### config.mk
export PLATFORM = sky130hd
export DESIGN_NAME = pipe_hazard_unit
export DESIGN_NICKNAME = d
export VERILOG_FILES = /design/src/rtl/haz_pkg.sv /design/src/rtl/haz_fwd_sel.sv /design/src/rtl/pipe_hazard_unit.sv
export SDC_FILE = /design/constraint.sdc
export NUM_CORES = 1
export LEC_CHECK = 0
export CAP_MARGIN = 20
export CORE_MARGIN = 2
export CORE_UTILIZATION = 33
export CTS_BUF_LIST = sky130_fd_sc_hd__clkbuf_8 sky130_fd_sc_hd__clkbuf_16
export CTS_CLUSTER_SIZE = 30
export DETAILED_ROUTE_END_ITERATION = 12
export MAX_ROUTING_LAYER = met4
export PLACE_DENSITY = 0.8
export SYNTH_ARGS = -nofsm -noshare
export SYNTH_HDL_FRONTEND = slang
export SYNTH_HIERARCHICAL = 1
export SYNTH_SLANG_ARGS = --single-unit
### constraint.sdc
create_clock -name clk -period 1.8 [get_ports clk]
set_input_delay 0.18 -clock clk [delete_from_list [all_inputs] [get_ports clk]]
set_output_delay 0.18 -clock clk [all_outputs]
set_load 0.02 [all_outputs]
### src/rtl/haz_pkg.sv
// Shared types and constants for the pipeline hazard controller.
// Optional perf counters in the top are enabled with HAZ_PERF_CNT_EN.
package haz_pkg;

   typedef enum logic [1:0] {
      FWD_NONE = 2'b00,
      FWD_WB   = 2'b01,
      FWD_MEM  = 2'b10
   } fwd_sel_t;

   typedef enum logic {
      RUN   = 1'b0,
      STALL = 1'b1
   } haz_state_t;

   localparam int unsigned FLUSH_W     = 3;
   localparam int unsigned FLUSH_IFID  = 0;
   localparam int unsigned FLUSH_IDEX  = 1;
   localparam int unsigned FLUSH_EXMEM = 2;

   // Wide enough for LOAD_LAT-1 with LOAD_LAT up to 7
   localparam int unsigned STALL_CNT_W = 3;

   // Redirect flush pattern: the youngest 'depth' buffers
   function automatic logic [FLUSH_W-1:0] flush_mask(input int unsigned depth);
      logic [FLUSH_W-1:0] m;
      m = '0;
      for (int unsigned i = 0; i < FLUSH_W; i++) begin
         if (i < depth) m[i] = 1'b1;
      end
      return m;
   endfunction

endpackage

### src/rtl/haz_fwd_sel.sv
// Forwarding source select for one EX operand; the MEM result is younger
// than the WB result, so it wins when both match.
module haz_fwd_sel
   import haz_pkg::*;
#(
   parameter int unsigned REG_AW = 5
) (
   input  logic [REG_AW-1:0] src,
   input  logic [REG_AW-1:0] mem_rd,
   input  logic              mem_regwrite,
   input  logic [REG_AW-1:0] wb_rd,
   input  logic              wb_regwrite,
   output fwd_sel_t          sel
);

   always_comb begin
      sel = FWD_NONE;
      if (wb_regwrite && (wb_rd != '0) && (wb_rd == src)) sel = FWD_WB;
      if (mem_regwrite && (mem_rd != '0) && (mem_rd == src)) sel = FWD_MEM;
   end

endmodule

### src/rtl/pipe_hazard_unit.sv
// Load-use stall, redirect flush and EX forwarding control for the 5-stage pipe.
// Define HAZ_PERF_CNT_EN to add saturating stall/flush performance counters.
module pipe_hazard_unit
   import haz_pkg::*;
#(
   parameter int unsigned REG_AW      = 5,
   parameter int unsigned LOAD_LAT    = 1,
   parameter int unsigned FLUSH_DEPTH = 3,
   parameter int unsigned CNT_W       = 16
) (
   input  logic              clk,
   input  logic              rst,
   input  logic              id_valid,
   input  logic [REG_AW-1:0] id_rs,
   input  logic [REG_AW-1:0] id_rt,
   input  logic              id_uses_rt,
   input  logic [REG_AW-1:0] ex_rs,
   input  logic [REG_AW-1:0] ex_rt,
   input  logic [REG_AW-1:0] ex_rd,
   input  logic              ex_regwrite,
   input  logic              ex_memread,
   input  logic [REG_AW-1:0] mem_rd,
   input  logic              mem_regwrite,
   input  logic [REG_AW-1:0] wb_rd,
   input  logic              wb_regwrite,
   input  logic              br_taken,
   input  logic              jump_taken,
   output logic              pc_en,
   output logic              ifid_en,
   output logic [FLUSH_W-1:0] flush,
   output logic [1:0]        fwd_a,
   output logic [1:0]        fwd_b,
   output logic              busy
`ifdef HAZ_PERF_CNT_EN
   ,
   output logic [CNT_W-1:0]  stall_cycles,
   output logic [CNT_W-1:0]  flush_events
`endif
);

   localparam logic [FLUSH_W-1:0]     FLUSH_MASK = flush_mask(FLUSH_DEPTH);
   localparam logic [STALL_CNT_W-1:0] LAT_M1     = STALL_CNT_W'(LOAD_LAT - 1);

   if (LOAD_LAT < 1 || LOAD_LAT > 7 || FLUSH_DEPTH < 1 || FLUSH_DEPTH > 3 || CNT_W < 1)
   begin : g_bad_param
      $error("pipe_hazard_unit: parameter out of range");
   end

   haz_state_t             state_q, state_d;
   logic [STALL_CNT_W-1:0] cnt_q, cnt_d;
   logic                   busy_q;
   logic                   detect;
   logic                   redirect;
   fwd_sel_t               sel_a, sel_b;

   assign redirect = br_taken | jump_taken;
   assign detect   = id_valid && ex_memread && ex_regwrite && (ex_rd != '0) &&
                     ((ex_rd == id_rs) || (id_uses_rt && (ex_rd == id_rt)));

   haz_fwd_sel #(.REG_AW(REG_AW)) u_fwd_a (
      .src          (ex_rs),
      .mem_rd       (mem_rd),
      .mem_regwrite (mem_regwrite),
      .wb_rd        (wb_rd),
      .wb_regwrite  (wb_regwrite),
      .sel          (sel_a)
   );

   haz_fwd_sel #(.REG_AW(REG_AW)) u_fwd_b (
      .src          (ex_rt),
      .mem_rd       (mem_rd),
      .mem_regwrite (mem_regwrite),
      .wb_rd        (wb_rd),
      .wb_regwrite  (wb_regwrite),
      .sel          (sel_b)
   );

   always_ff @(posedge clk or posedge rst) begin
      if (rst) begin
         state_q <= RUN;
         cnt_q   <= '0;
         busy_q  <= 1'b0;
      end else begin
         state_q <= state_d;
         cnt_q   <= cnt_d;
         busy_q  <= (state_d == STALL);
      end
   end

   // The first bubble is issued from RUN, so STALL covers the remaining LOAD_LAT-1
   always_comb begin
      state_d = state_q;
      cnt_d   = cnt_q;
      if (redirect) begin
         state_d = RUN;
         cnt_d   = '0;
      end else begin
         case (state_q)
            RUN: begin
               if (detect && (LOAD_LAT > 1)) begin
                  state_d = STALL;
                  cnt_d   = LAT_M1;
               end
            end
            STALL: begin
               if (cnt_q <= STALL_CNT_W'(1)) begin
                  state_d = RUN;
                  cnt_d   = '0;
               end else begin
                  cnt_d = cnt_q - STALL_CNT_W'(1);
               end
            end
            default: begin
               state_d = RUN;
               cnt_d   = '0;
            end
         endcase
      end
   end

   // Outputs follow rst directly so the pipe is frozen and flushed during reset
   always_comb begin
      pc_en   = 1'b1;
      ifid_en = 1'b1;
      flush   = '0;
      fwd_a   = 2'(sel_a);
      fwd_b   = 2'(sel_b);
      if (rst) begin
         pc_en   = 1'b0;
         ifid_en = 1'b0;
         flush   = '1;
         fwd_a   = 2'(FWD_NONE);
         fwd_b   = 2'(FWD_NONE);
      end else if (redirect) begin
         flush = FLUSH_MASK;
      end else if ((state_q == STALL) || detect) begin
         pc_en             = 1'b0;
         ifid_en           = 1'b0;
         flush[FLUSH_IDEX] = 1'b1;
      end
   end

   assign busy = busy_q;

`ifdef HAZ_PERF_CNT_EN
   always_ff @(posedge clk or posedge rst) begin
      if (rst) begin
         stall_cycles <= '0;
         flush_events <= '0;
      end else begin
         if (!pc_en && (stall_cycles != '1)) stall_cycles <= stall_cycles + CNT_W'(1);
         if (redirect && (flush_events != '1)) flush_events <= flush_events + CNT_W'(1);
      end
   end
`endif

endmodule

==> flow_summary_export.csv <==
group,metric,value,unit
timing,period_minus_slack,1740,ps
critical_path,critPathArrivalTime,1560,ps
synthesis,ys_ff_latch,4,
die,die_y,50.2,um
routing,drt_first_pass_iters,4,
critical_path,slowest_stage,"o41a_1",
cells_and_area,final_common_cell,"clkdlybuf4s50_1",
global_routing,grt_max_degree,6,
place,hpwl,2.08,mm
synthesis,synthCells,88,
clock_tree,cts_buffers,3,
clock_tree,postCtsHoldBufs,0,
critical_path,r2r-end,"cnt_q[2]$_DFFE_PP0P_",
global_routing,grt_pass1_vias,907,
routing,drc,0,
clock_tree,htree_num_levels,1,
routing,highest_layer,"met4",
routing,postRouteWirelength,2.54,mm
timing,setup_violations,0,
routing,detail-route-antenna-nets,0,
synthesis,syn_nets,135,
timing,period_share,0.967,
critical_path,path_cells,"clkdlybuf4s50_1 > xor2_1 > nor2_1 > a32oi_1 > o41a_1 > buf_6",
cells_and_area,syn2layout_area_growth,99.3,%
critical_path,critPathKind,"in -> out",
timing,final.setup.tns,0,ps
die,num_rows,16,
critical_path,critPathLaunchType,"input port",
cells_and_area,final_cells,180,
cells_and_area,nets,202,
timing,maxSlewViolCount,0,
routing,drtIter0Drc,16,
global_routing,grt_pass1_wl,3.84,mm
power,powerDensity,369,nW/um2
timing,fmax,0.574,GHz
outcome,run_status,"complete, no violations",
clock_tree,cts.clk_slew.worst_paths,30,ps
die,io_pins,55,
routing,avgRoutedWirePerCell,14.1,um
routing,vias,894,
global_routing,overflow,0,
cells_and_area,final_cell_mix,"clkdlybuf4s50_1, xor2_1, dlymetal6s2s_1",
die,start_util,0.355,
clock_tree,cts_max_path_buffers,2,
critical_path,cpPeakStageDelay,470,ps
critical_path,r2r_start,"cnt_q[1]$_DFFE_PP0P_",
routing,vias_per_cell,4.97,
critical_path,reg2regPathDepth,5,
critical_path,worstPathRequired,1620,ps
die,coreArea,1980,um2
critical_path,cp_max_fo,2,
run,drv_cap,0,
timing,slew_headroom,0.751,
min_path,min_path_type,"in -> async",
routing,wl_met3,107,um
place,gp_congestion,0.801,
cells_and_area,diodes,0,
clock_tree,insertion_delay,210,ps
place,dp_cells,177,
synthesis,synth_cell_types,24,
cells_and_area,n_fill_cell,159,
clock_tree,cts.sinks,4,
critical_path,cp-end-kind,"primary output",
die,die-area,2520,um2
timing,fin_skew,0.893,ps
routing,met2_wirelength,1.36,mm
timing,hold_violations,0,
power,leakagePower,0.663,nW
critical_path,r2r_slack,610,ps
synthesis,ys_seq_area_frac,0.142,
global_routing,antenna_found_initial,0,
clock_tree,cts-root-buf,"clkbuf_8",
routing,wl_met1,1.05,mm
die,die_w,50.2,um
synthesis,syn-cell-area,703,um2
clock_tree,cts_tree,"built",
critical_path,crit_buf_inv,2,
timing,tightest_slew,369,ps
place,portBuffers,54,
cells_and_area,drive_gt1_frac,0.235,
synthesis,syn_area_per_cell,7.99,um2
critical_path,critPathTopFamily,"buffers and inverters",
power,irDropWorstVdd,0.403,mV
global_routing,grtUsageTotal,0.205,
synthesis,synth_warnings,6,
[cell usage after synthesis (all sizes together)]
library cell | instances | area share
a211oi | 2 | 0.036
a21oi | 4 | 0.028
a32oi | 1 | 0.012
buf | 2 | 0.021
dfrtp | 4 | 0.14
ha | 2 | 0.036
inv | 4 | 0.021
nand2 | 8 | 0.043
nand2b | 1 | 0.0089
nand3 | 5 | 0.036
nor2 | 4 | 0.021
nor2b | 4 | 0.036
nor3 | 8 | 0.071
nor4 | 3 | 0.036
o2111ai | 1 | 0.012
o211ai | 2 | 0.021
o21ai | 3 | 0.021
o41a | 1 | 0.016
o41ai | 2 | 0.046
or4 | 1 | 0.011
xnor2 | 11 | 0.14
xor2 | 15 | 0.19
[final cells by class]
| type | instances | area [um2] | area share |
|---|---|---|---|
| sequential | 4 | 100 | 0.0714 |
| timing repair buffer | 64 | 607 | 0.433 |
| inverter | 4 | 15.0 | 0.0107 |
| multi-input combinational | 78 | 604 | 0.431 |
| tap | 27 | 33.8 | 0.0241 |
| clock buffer | 3 | 41.3 | 0.0295 |
[registers in the layout, summed over array words and instances, names as in the netlist]
register and count:
busy 1, cnt_q 3
[worst max path at each step]
stage / from / endpoint / slack, ps / cells after the start
finish: id_rs[3] / pc_en / 60 / 6
global placement: ex_rd[1] / ifid_en / -590 / 5
detailed placement: ex_rd[1] / pc_en / -610 / 5
CTS: ex_rs[2] / fwd_a[0] / 0.2 / 7
global route: mem_rd[0] / fwd_a[0] / -3 / 8
floorplan: ex_rd[3] / pc_en / 230 / 5
[power by group]
part	switching, mW	internal [mW]
registers	0	0.0906
logic	0.107	0.139
clock network	0.0386	0.142
total	0.146	0.371
[cells by family after synthesis]
family | count (synthesis) | synth area share
simple gates | 34 | 0.262
buf+inv | 6 | 0.0427
fa+ha+maj | 2 | 0.0356
flops | 4 | 0.142
xor+xnor | 26 | 0.324
compound gates | 16 | 0.194
[layer usage]
metal  track usage  vias to the layer above
met1         0.231                      418
met4        0.0741                        0
met3        0.0357                        2
met5             -                        -
met2         0.360                       31
li1              -                      443
[metrics by stage]
stage / worst slack, ps / hold slack (ps) / power, mW / cell area [um2] / util
floorplan: 227 / -37.5 / 0.178 / 703 / -
global route: -3.36 / 380 / 0.545 / 1400 / 0.707
global placement: -591 / 465 / 0.337 / 1340 / 0.675
finish: 59.0 / 350 / 0.517 / 1400 / 0.707
detailed placement: -611 / 482 / 0.341 / 1340 / 0.675
CTS: 0.250 / 349 / 0.518 / 1370 / 0.689
[tightest hold or removal path, stage by stage]
cell and delay (ps):
clkdlybuf4s50_1 440, inv_1 110, buf_4 150
[what timing repair did]
item                       in CTS  in global routing
pin swaps                       8                 10
cloned                          0                  0
setup buffers                   0                  0
resized for setup              48                 28
setup endpoints to repair       7                  9
(Power assumes the default switching activity.)
